<file path="src/rtl/program_counter.sv">
// ---------------------------------------------------------------------------
// program_counter
//
// Holds the CPU program counter. The register loads PC_Next on a rising
// clock edge when PCWrite is high and holds its value otherwise. An
// asynchronous active-high reset forces it to RESET_PC at once, without
// waiting for a clock edge. PC_Plus is the sequential next address, formed
// combinationally from the register and wrapping modulo 2^PC_WIDTH.
//
// Parameters
//   PC_WIDTH  width of the program counter in bits
//   PC_STEP   sequential increment in bytes
//   RESET_PC  value loaded on reset (defaults to 2^PC_WIDTH - PC_STEP, so
//             the first sequential fetch after reset wraps round to 0)
//
// Ports
//   CPU_clk   in   1         clock; all state changes on its rising edge
//   CPU_rst   in   1         asynchronous active-high reset
//   PC_Next   in   PC_WIDTH  candidate next PC, loaded as-is (no alignment)
//   PCWrite   in   1         1 = load PC_Next, 0 = hold PC
//   PC        out  PC_WIDTH  current PC, driven straight from the register
//   PC_Plus   out  PC_WIDTH  PC + PC_STEP, truncated to PC_WIDTH bits
//   PC_Valid  out  1         PC has been loaded at least once since reset
// ---------------------------------------------------------------------------
module program_counter #(
    parameter int unsigned           PC_WIDTH = 32,
    parameter int unsigned           PC_STEP  = 4,
    parameter logic [PC_WIDTH-1:0]   RESET_PC = PC_WIDTH'(0) - PC_WIDTH'(PC_STEP)
) (
    input  logic                CPU_clk,
    input  logic                CPU_rst,
    input  logic [PC_WIDTH-1:0] PC_Next,
    input  logic                PCWrite,
    output logic [PC_WIDTH-1:0] PC,
    output logic [PC_WIDTH-1:0] PC_Plus,
    output logic                PC_Valid
);

    logic [PC_WIDTH-1:0] pc_d;
    logic [PC_WIDTH-1:0] pc_q;
    logic                pc_valid_d;
    logic                pc_valid_q;

    // Next-state logic: load on PCWrite, otherwise hold.
    // NOTE: every signal gets its hold value before the if, so no path leaves
    // it unassigned and no latch is inferred.
    always_comb begin
        pc_d       = pc_q;
        pc_valid_d = pc_valid_q;
        if (PCWrite) begin
            pc_d       = PC_Next;
            pc_valid_d = 1'b1;
        end
    end

    // State register. Reset sits in the sensitivity list, so it wins over
    // PCWrite and takes effect between clock edges.
    // NOTE: non-blocking assignments so every flop samples pre-edge values.
    always_ff @(posedge CPU_clk or posedge CPU_rst) begin
        if (CPU_rst) begin
            pc_q       <= RESET_PC;
            pc_valid_q <= 1'b0;
        end else begin
            pc_q       <= pc_d;
            pc_valid_q <= pc_valid_d;
        end
    end

    assign PC       = pc_q;
    assign PC_Valid = pc_valid_q;

    // The sum is kept at PC_WIDTH bits, so the carry out is dropped and the
    // result wraps through zero.
    assign PC_Plus  = pc_q + PC_WIDTH'(PC_STEP);

endmodule

</file>
<file path="config.mk">
export PLATFORM = sky130hd
export DESIGN_NAME = program_counter
export DESIGN_NICKNAME = d
export VERILOG_FILES = /design/src/rtl/program_counter.sv
export SDC_FILE = /design/constraint.sdc
export NUM_CORES = 1
export LEC_CHECK = 0
export ABC_AREA = 1
export CORE_ASPECT_RATIO = 0.5
export CORE_MARGIN = 2
export CORE_UTILIZATION = 40
export DETAILED_ROUTE_END_ITERATION = 8
export PLACE_DENSITY = 0.78
export SETUP_SLACK_MARGIN = 0.3
export SYNTH_ARGS = -nofsm -noshare
export SYNTH_HDL_FRONTEND = slang
export SYNTH_SLANG_ARGS = --single-unit
</file>
<file path="constraint.sdc">
create_clock -name CPU_clk -period 2.5 [get_ports CPU_clk]
set_clock_uncertainty 0.15 [all_clocks]
set_input_delay 0.75 -clock CPU_clk [delete_from_list [all_inputs] [get_ports CPU_clk]]
set_output_delay 0.75 -clock CPU_clk [all_outputs]
set_load 0.01 [all_outputs]
</file>
* Yosys cells after proc, flatten, opt, wreduce, memory -nomap -nowiden *
Index checks and enable logic that the tools add are counted.

operators by class
  $add $sub $neg = 1

operators by type and width
  kind                                           number
  adder 32 x 3 -> 32 bit, second input constant  1

word-level totals
  flip-flop bits (word level) = 33
  input bits = 35
  output and inout bits = 65
  logic and storage cells = 3

* Depth between registers and ports, before layout *
Gate-level depths: netlist (run 1).

  depth after elaboration = 1
  gate-level depth with buffers = 8
  mapped depth without buffers = 8

* Worst setup path after synthesis (run 1) *
No wires, ideal clock.

  path type = reg-to-output
  start point = register pc_q[3] (netlist: PC[3])
  end point = output port PC_Plus[16]
  arrival = 1.442 ns
  required time = 1.600 ns
  setup slack = 0.158 ns
  stages on the path, launching flop included = 7
  buffers on the path = 0
  path through = dfstp_2 -> ha_1 -> nand2_1 -> nor2_2 -> nand2_1 -> nor2_2 -> xor2_1

on the way
  word-level cells in the longest chain between the ends = 1

RTL lines
  what                      line  source
  start: declaration        40    logic [PC_WIDTH-1:0] pc_q;
  start signal: assignment  64    pc_q <= pc_d;
  adder 32 x 3 -> 32 bit    74    assign PC_Plus = pc_q + PC_WIDTH'(PC_STEP);
  end: declaration          35    output logic [PC_WIDTH-1:0] PC_Plus,

No other way between the ends.

* Worst setup path in the final report (run 1) *
  start point = register pc_q[15] (netlist: PC[15])
  end point = output port PC_Plus[16]

Same word-level chain as after synthesis.

==> results.toml, run 1 <==
[placement]
pre_cts_slack_ns = -0.351
hpwl_um = 5850
place_congestion = 0.878
dpl-instance-area_um2 = 3700
numPortBuffers = 99

[synth]
syn_area_per_cell_um2 = 7.18
ys_types = 23
synth.area.top_cells = "dfstp_2, nand2_1, xor2_1"
synth-seq-cells = 33
synth-warning-count = 0
synth_top_area_share_pct = 36.1
synth_top_cell_by_area = "dfstp_2"
syn-num-nets = 340
ys_seq_area_share_pct = 39.6
syn_inst = 304
netlist_area_um2 = 2180

[global_routing]
grt_overflow = 0
grt_pass1_wl_um = 14000
track_usage_pct = 29.8
grt_pass1_vias = 2843
antenna_found_initial = 0
grt_max_degree = 34

[pwr]
powerDensity_nw_per_um2 = 449
total_leakage_power_uw = 0.00204
ir_drop_uv = 269
power.total_uw = 1820

[worst_setup_path]
critPathRequiredTime_ns = 1.60
critical_path_class = "reg -> out"
arrival_ns = 1.93
end_kind = "output port"
r2r_slack_ns = 1.26
path_max_fanout = 4
critPathLaunchType = "register"
r2r_cells = 3

[route]
wl_um = 9600
viasPerCell = 5.17
route.detailed.drc = 0
wl_per_cell_um = 17.6
ant_nets = 0
vias = 2827
first_pass_iters = 6
drtIter0Drc = 281

[timing]
period_needed_ns = 2.83
slew_headroom_pct = 68.8
post-route-period-util_pct = 113
fmax_ghz = 0.353
tightest_slew_ns = 0.468
layout_setup_ws_ns = -0.332
rsz0062_at_grt = "true"
setup_viol_count_final = 28
slew_viol_final = 0
finalHoldViolCount = 0

[clock_tree]
clock_path_buffers = 2
path_clk_slew_ns = 0.07
worst_skew_pair.late_latency_ns = 0.29
cts_sinks = 33
numCtsBuffers = 5
cts_tree = "built"
h-tree-depth = 2
root_buffer = "clkbuf_8"

[final_layout]
area_growth_syn_to_layout_pct = 85.4
fillCellCount = 325
nets = 512
layout-drive-gt1-share_pct = 45.9
diodes = 0
final_area_um2 = 4050

[min_path]
whs_path_depth = 1
hp-class = "reg -> reg"

[status]
status = "complete, but fails checks"
violations = "negative setup slack"

[die]
die_h_um = 56.2
dieArea_um2 = 6100
die_w_um = 108
io_pins = 100
rows = 18
core_area_um2 = 5090
start_util_pct = 42.9

[flow_run]
drv_cap = 0
## per-layer routing
layer | vias up | GRT usage [%] | wire [um]
met4 | 0 | 8.79 | 448
met5 | - | 0 | 0
met2 | 181 | 53.8 | 4650
met1 | 1342 | 36.1 | 3700
met3 | 48 | 5.50 | 806
li1 | 1256 | - | -
## power breakdown
group          switching (uW)  internal (uW)
clock                     217            325
combinational             302            294
sequential               60.7            616
## critical path, stage by stage (launching register included)
cell     delay, ns
dfstp_2       0.59
nand2_2       0.11
nor2_2        0.20
nand2_1       0.13
nor2_4        0.20
buf_6         0.13
xor2_2        0.12
buf_2         0.16
## per-stage QoR
stage          hold slack [ns]  TNS [ns]  util (%)  instances
3_5_place_dp             0.303     -6.44      72.7        519
6_report                 0.332     -6.43      79.5        547
4_1_cts                  0.332     -4.70      77.2        542
3_3_place_gp             0.306     -5.33      72.7        519
5_1_grt                  0.349     -7.81      79.5        547
2_1_floorplan            0.343         0         -        304
## cells by family (layout without fill, tap and decap cells)
family / after synthesis / in the layout / share of synthesized area [%]
fa+ha+maj: 1 / 1 / 0.573
compound gates: 18 / 18 / 4.13
simple gates: 200 / 200 / 42.3
xor+xnor: 15 / 15 / 6.71
buf+inv: 37 / 210 / 6.71
flops: 33 / 33 / 39.6
## synthesized netlist by cell type
cell	count
clkbuf_1	7
buf_4	2
nand4_1	1
nand2_8	1
nor2_1	26
nand3_1	14
inv_2	2
nand2_1	136
inv_1	26
and2_1	3
nor2_4	6
nor2_2	4
nand2_4	2
nor2_8	3
dfrtp_1	3
xor2_1	12
dfstp_2	30
o21ai_0	18
ha_1	1
xor2_2	2
nand2_2	3
xnor2_1	1
or2_2	1
## timing repair
item / 4_1_cts / 5_1_grt
pin swaps: 32 / 27
gates resized for setup: 182 / 46
setup endpoints to repair: 60 / 38
endpoints found under the hold margin: 0 / 0
hold buffers: 0 / 0
buffers inserted: 15 / 5
## final timing paths
| check | startpoint | endpoint |
|---|---|---|
| max | PC[15] | PC_Plus[16] |
| min | PC_Valid | PC_Valid |
| max reg2reg | PC[30] | PC[30] |
| min reg2reg | PC_Valid | PC_Valid |
| max in group asynchronous | CPU_rst | PC[27] |
| min in group asynchronous | CPU_rst | PC[0] |
## state kept, by name, summed over array words and instances, names as in the netlist
register	flops
PC_Valid	1
PC	32
## placed cells by master, fill, tap and decap left out
cell,n
inv_2,2
dlygate4sd2_1,22
or2_2,1
dfrtp_1,3
buf_6,17
nand3_1,10
nand2_4,5
clkdlybuf4s50_1,39
xor2_2,7
nor2_8,3
nand2_1,111
and2_1,2
xnor2_2,1
clkbuf_2,1
xor2_1,7
bufinv_16,1
and2_4,1
buf_2,27
clkbuf_8,6
inv_4,1
nand2_2,25
nand4_1,1
o21ai_0,18
nor2_4,13
buf_4,60
clkbuf_1,1
clkdlybuf4s15_1,6
buf_12,2
ha_4,1
dfstp_2,30
nand2_8,1
nand3_2,3
nor2_1,13
nand3_4,1
nor2_2,10
inv_1,25
## layout make-up
| class | instances | area, um^2 | share of cell area, % |
|---|---|---|---|
| flip-flops and latches | 33 | 863 | 21.3 |
| repair buffers | 174 | 1470 | 36.2 |
| inverters | 28 | 108 | 2.66 |
| multi-input cells | 234 | 1410 | 34.7 |
| clock inverters | 1 | 30.0 | 0.742 |
| well taps | 70 | 87.6 | 2.17 |
| clock buffers | 7 | 86.3 | 2.13 |
Note: power is estimated with default switching activity, not from simulation.
==> run 2: changes to the inputs <==
Settings changed: CORE_MARGIN 2 to 5.
==> run 2 against run 1 <==
The run still ends with negative setup slack left; non-clock buffer count grew 1; utilization fell by 4.7 points; via count shrank 4.1%; die area rose by 17%; largest cell class unchanged; global-route usage fell by 6.7 points; combinational power fell by 3%; fmax fell by 0.71%.
==> results.toml, run 2 (same netlist as run 1, synthesis figures left out) <==
[status]
status = "complete, but fails checks"
violations = "negative setup slack"

[pwr]
cell_internal_pwr_uw = 1150
comb_power_share_pct = 33.9
powerDensity_nw_per_um2 = 427
total_leakage_power_uw = 0.00201
p_sw_share_pct = 32.8
power.switching_uw = 562
p_seq_share_pct = 39.0
clkPwrFrac_pct = 27.2
ir_drop_uv = 245

[timing]
hold_ws_ns = 0.324
finalHoldViolCount = 0
setup_viol_count_final = 27
slew_headroom_pct = 69.4
tightest_slew_ns = 0.458
fmax_ghz = 0.351
rsz0062_at_grt = "true"
layout_setup_ws_ns = -0.352
period_needed_ns = 2.85
slew_viol_final = 0
post-route-period-util_pct = 114

[worst_setup_path]
max_stage_delay_ns = 0.58
end_kind = "output port"
cpLargestDelayFamily = "flip-flops"
critical_path_class = "reg -> out"
arrival_ns = 1.95
cp_slowest_cell = "dfstp_2"
critPathLaunchType = "register"
cp_num_buf_inv = 2
path_max_fanout = 4
critPathRequiredTime_ns = 1.60
path_cells = "ha_4, nand2_4, nor2_4, nand2_4, nor2_4, buf_4, xor2_2, buf_2"

[placement]
dpl-instance-area_um2 = 3660
placed_cells = 517
place_congestion = 0.837
pre_cts_slack_ns = -0.353
numPortBuffers = 99
hpwl_um = 5610

[clock_tree]
root_buffer = "clkbuf_8"
cts_tree = "built"
numCtsBuffers = 5
clock_path_buffers = 2
path_clk_slew_ns = 0.07
cts_sinks = 33
ctsHoldBuffers = 0
worst_skew_pair.late_latency_ns = 0.31
h-tree-depth = 2

[die]
dieArea_um2 = 7120
rows = 19
die_h_um = 62.2
start_util_pct = 40.6
io_pins = 100
core_area_um2 = 5370
die_w_um = 114

[global_routing]
grt_pass1_wl_um = 13200
track_usage_pct = 23.1
grt_pass1_vias = 2654
grt_max_degree = 46
antenna_found_initial = 0
grt_overflow = 0

[final_layout]
nets = 513
area_growth_syn_to_layout_pct = 84.2
fillCellCount = 372
instances_no_fill = 551
largest_reg_flops = 32
final_area_um2 = 4020
layout_commonest_cell = "nand2_1"
final_cell_mix = "nand2_1, buf_4, clkdlybuf4s50_1"
multi_input_area_um2 = 1400
seqCellArea_um2 = 863
layout-drive-gt1-share_pct = 46.9
diodes = 0

[route]
wl_um = 9070
route.detailed.drc = 0
drtIter0Drc = 201
first_pass_iters = 5
ant_nets = 0
vias = 2710
wl_per_cell_um = 16.5
viasPerCell = 4.92

[flow_run]
drv_cap = 0

[min_path]
hp-class = "reg -> reg"
run 2: cell types whose count changed in the layout (fill, tap and decap cells not counted), moves of 2 or more:
cell,before,now
buf_6,17,19
clkdlybuf4s15_1,6,2
dlygate4sd2_1,22,24
nor2_1,13,15
xor2_1,7,5
xor2_2,7,9
run 2: path summary, 6_finish.rpt:
| kind | depth (start not counted) | end | slack, ns | start |
|---|---|---|---|---|
| min in group asynchronous | 3 | PC[0] | 0.69 | CPU_rst |
| max in group asynchronous | 3 | PC[25] | 1.15 | CPU_rst |
| worst min register to register | 1 | PC_Valid | 0.32 | PC_Valid |
| worst max-delay path | 8 | PC_Plus[14] | -0.35 | PC[3] |
| worst min-delay path | 1 | PC_Valid | 0.32 | PC_Valid |
| worst max register to register | 4 | PC[2] | 1.28 | PC[2] |
run 2: routing by layer:
| layer | GRT usage (%) | routed length [um] |
|---|---|---|
| met4 | 8.44 | 309 |
| met2 | 41.1 | 4630 |
| met5 | 0 | 0 |
| met1 | 27.8 | 3600 |
| met3 | 4.07 | 536 |
run 2: metrics by stage:
stage	utilization (%)	power, uW	setup TNS [ns]
after floorplan	-	884	0
after global placement	68.1	1250	-5.41
after detailed placement	68.1	1260	-6.54
after CTS	71.9	1680	-5.56
after global routing	74.8	1800	-8.21
final	74.8	1710	-6.38
run 2: cell type report:
type                       instances  share of cell area [%]
clock inverter                     1                   0.125
tap                               73                    2.27
multi-input combinational        234                    34.9
clock buffer                       7                    2.40
sequential                        33                    21.5
inverter                          28                    2.68
timing repair buffer             175                    36.1
run 2: repair_timing:
item                       4_1_cts  5_1_grt
buffers inserted                20        6
resized for setup              177       52
setup endpoints to repair       60       34
pin swaps                       28       25
run 2: power by group through the flow:
stage / logic, uW / registers (uW) / clock network (uW)
finish: 581 / 668 / 466
global placement: 583 / 668 / 0
global route: 627 / 674 / 500
floorplan: 180 / 704 / 0
CTS: 554 / 661 / 464
detailed placement: 592 / 669 / 0
==> run 3: changes to the inputs <==
Settings changed: CORE_UTILIZATION 40 to 42, PLACE_DENSITY 0.78 to 0.81.
==> run 3 against run 2 <==
The flow still finishes with violations (negative setup slack); first-iteration DRC count rose by 30%; power fell by 0.42%; non-clock buffer count rose by 5; critical path depth rose by 1; routed wire length rose by 12%; combinational power rose by 7.4%; largest cell class unchanged; largest power group unchanged; highest routed layer unchanged.
==> results.toml, run 3 (same netlist as run 1, synthesis figures left out) <==
[die]
rows = 18
dieArea_um2 = 6820
die_h_um = 61.0
core_area_um2 = 4980
die_w_um = 112
start_util_pct = 43.8
io_pins = 100

[final_layout]
instances_no_fill = 553
layout-drive-gt1-share_pct = 47.6
finish.utilization_pct = 82.6
diodes = 0
final_cell_mix = "nand2_1, buf_4, clkdlybuf4s50_1"
area_growth_syn_to_layout_pct = 88.4
layout_commonest_cell = "nand2_1"
nets = 518
largest_reg_flops = 32

[route]
wl_um = 10200
ant_nets = 0
viasPerCell = 5.19
first_pass_iters = 4
wl_per_cell_um = 18.4
vias = 2871
route.detailed.drc = 0
drtIter0Drc = 261

[worst_setup_path]
critPathLaunchType = "register"
arrival_ns = 1.90
end_kind = "output port"
critical_path_class = "reg -> out"
critPathRequiredTime_ns = 1.60
r2r_slack_ns = 1.12
path_max_fanout = 3

[clock_tree]
root_buffer = "clkbuf_8"
ctsHoldBuffers = 0
numCtsBuffers = 5
cts_tree = "built"
cts_sinks = 33
path_clk_slew_ns = 0.07
h-tree-depth = 2
clock_path_buffers = 2
worst_skew_pair.late_latency_ns = 0.29

[global_routing]
grt_pass1_wl_um = 14000
grt_overflow = 0
track_usage_pct = 26.3
antenna_found_initial = 0
grt_pass1_vias = 2769
grt_max_degree = 34

[timing]
finalHoldViolCount = 0
slew_viol_final = 0
rsz0062_at_grt = "true"
tightest_slew_ns = 0.434
post-route-period-util_pct = 112
fin_setup_tns_ns = -5.55
slew_headroom_pct = 71.1
setup_viol_count_final = 27
period_needed_ns = 2.80
hold_ws_ns = 0.332
fmax_ghz = 0.357
layout_setup_ws_ns = -0.302

[status]
status = "complete, but fails checks"
violations = "negative setup slack"

[placement]
placed_cells = 517
numPortBuffers = 99
place_congestion = 0.951
hpwl_um = 6020

[pwr]
ir_drop_uv = 336
total_leakage_power_uw = 0.00207
powerDensity_nw_per_um2 = 415

[flow_run]
drv_cap = 0

[min_path]
hp-class = "reg -> reg"
[run 3: cell count changes in the layout (fill, tap and decap cells not counted), moves of 3 or more]
cell / change
nand2_4: +4
buf_6: +6
clkdlybuf4s15_1: +4
nand2_2: -3
dlygate4sd2_1: -5
buf_2: -3
[run 3: stage by stage]
step / total power (uW) / area (um^2) / setup WS, ns
final: 1710 / 4110 / -0.302
after detailed placement: 1270 / 3680 / -0.331
after CTS: 1630 / 3930 / -0.270
after global routing: 1780 / 4110 / -0.369
after global placement: 1260 / 3680 / -0.275
after floorplan: 884 / 2250 / 0.259
[run 3: layout make-up]
type	count	area, um^2
clock buffers	6	72.6
clock inverters	2	10.0
fillers	294	866
inverters	28	105
multi-input cells	234	1440
flip-flops and latches	33	863
well taps	70	87.6
repair buffers	180	1530
[run 3: path summary, 6_finish.rpt]
check,to,start,cells past startpoint
min in group asynchronous,PC[1],CPU_rst,3
max reg2reg,PC[20],PC[20],3
max in group asynchronous,PC[27],CPU_rst,3
min reg2reg,PC_Valid,PC_Valid,1
max,PC_Plus[31],PC[9],9
min,PC_Valid,PC_Valid,1
[run 3: where the power goes]
group          switching (uW)  internal [uW]
logic                     318            306
clock network             210            193
registers                63.8            616
total                     592           1120
[run 3: per-layer routing]
| metal | wire length (um) | global-route usage [%] | vias up |
|---|---|---|---|
| met5 | 0 | 0 | - |
| met4 | 448 | 9.42 | 0 |
| met3 | 794 | 6.87 | 50 |
| met2 | 5050 | 47.8 | 183 |
| met1 | 3890 | 31.3 | 1371 |
| li1 | - | - | 1267 |
[run 3: critical path: stages (launching register included)]
cell,delay [ns]
dfstp_2,0.59
nand2_2,0.12
nor2_2,0.16
nand2_1,0.13
nor2_4,0.16
buf_4,0.14
nand2_1,0.06
nand2_1,0.06
nand2_1,0.07
buf_6,0.13
[run 3: repair_timing]
item                       in CTS  in global routing
resized for setup             207                 42
buffers inserted               20                  8
setup endpoints to repair      60                 35
pin swaps                      36                 24
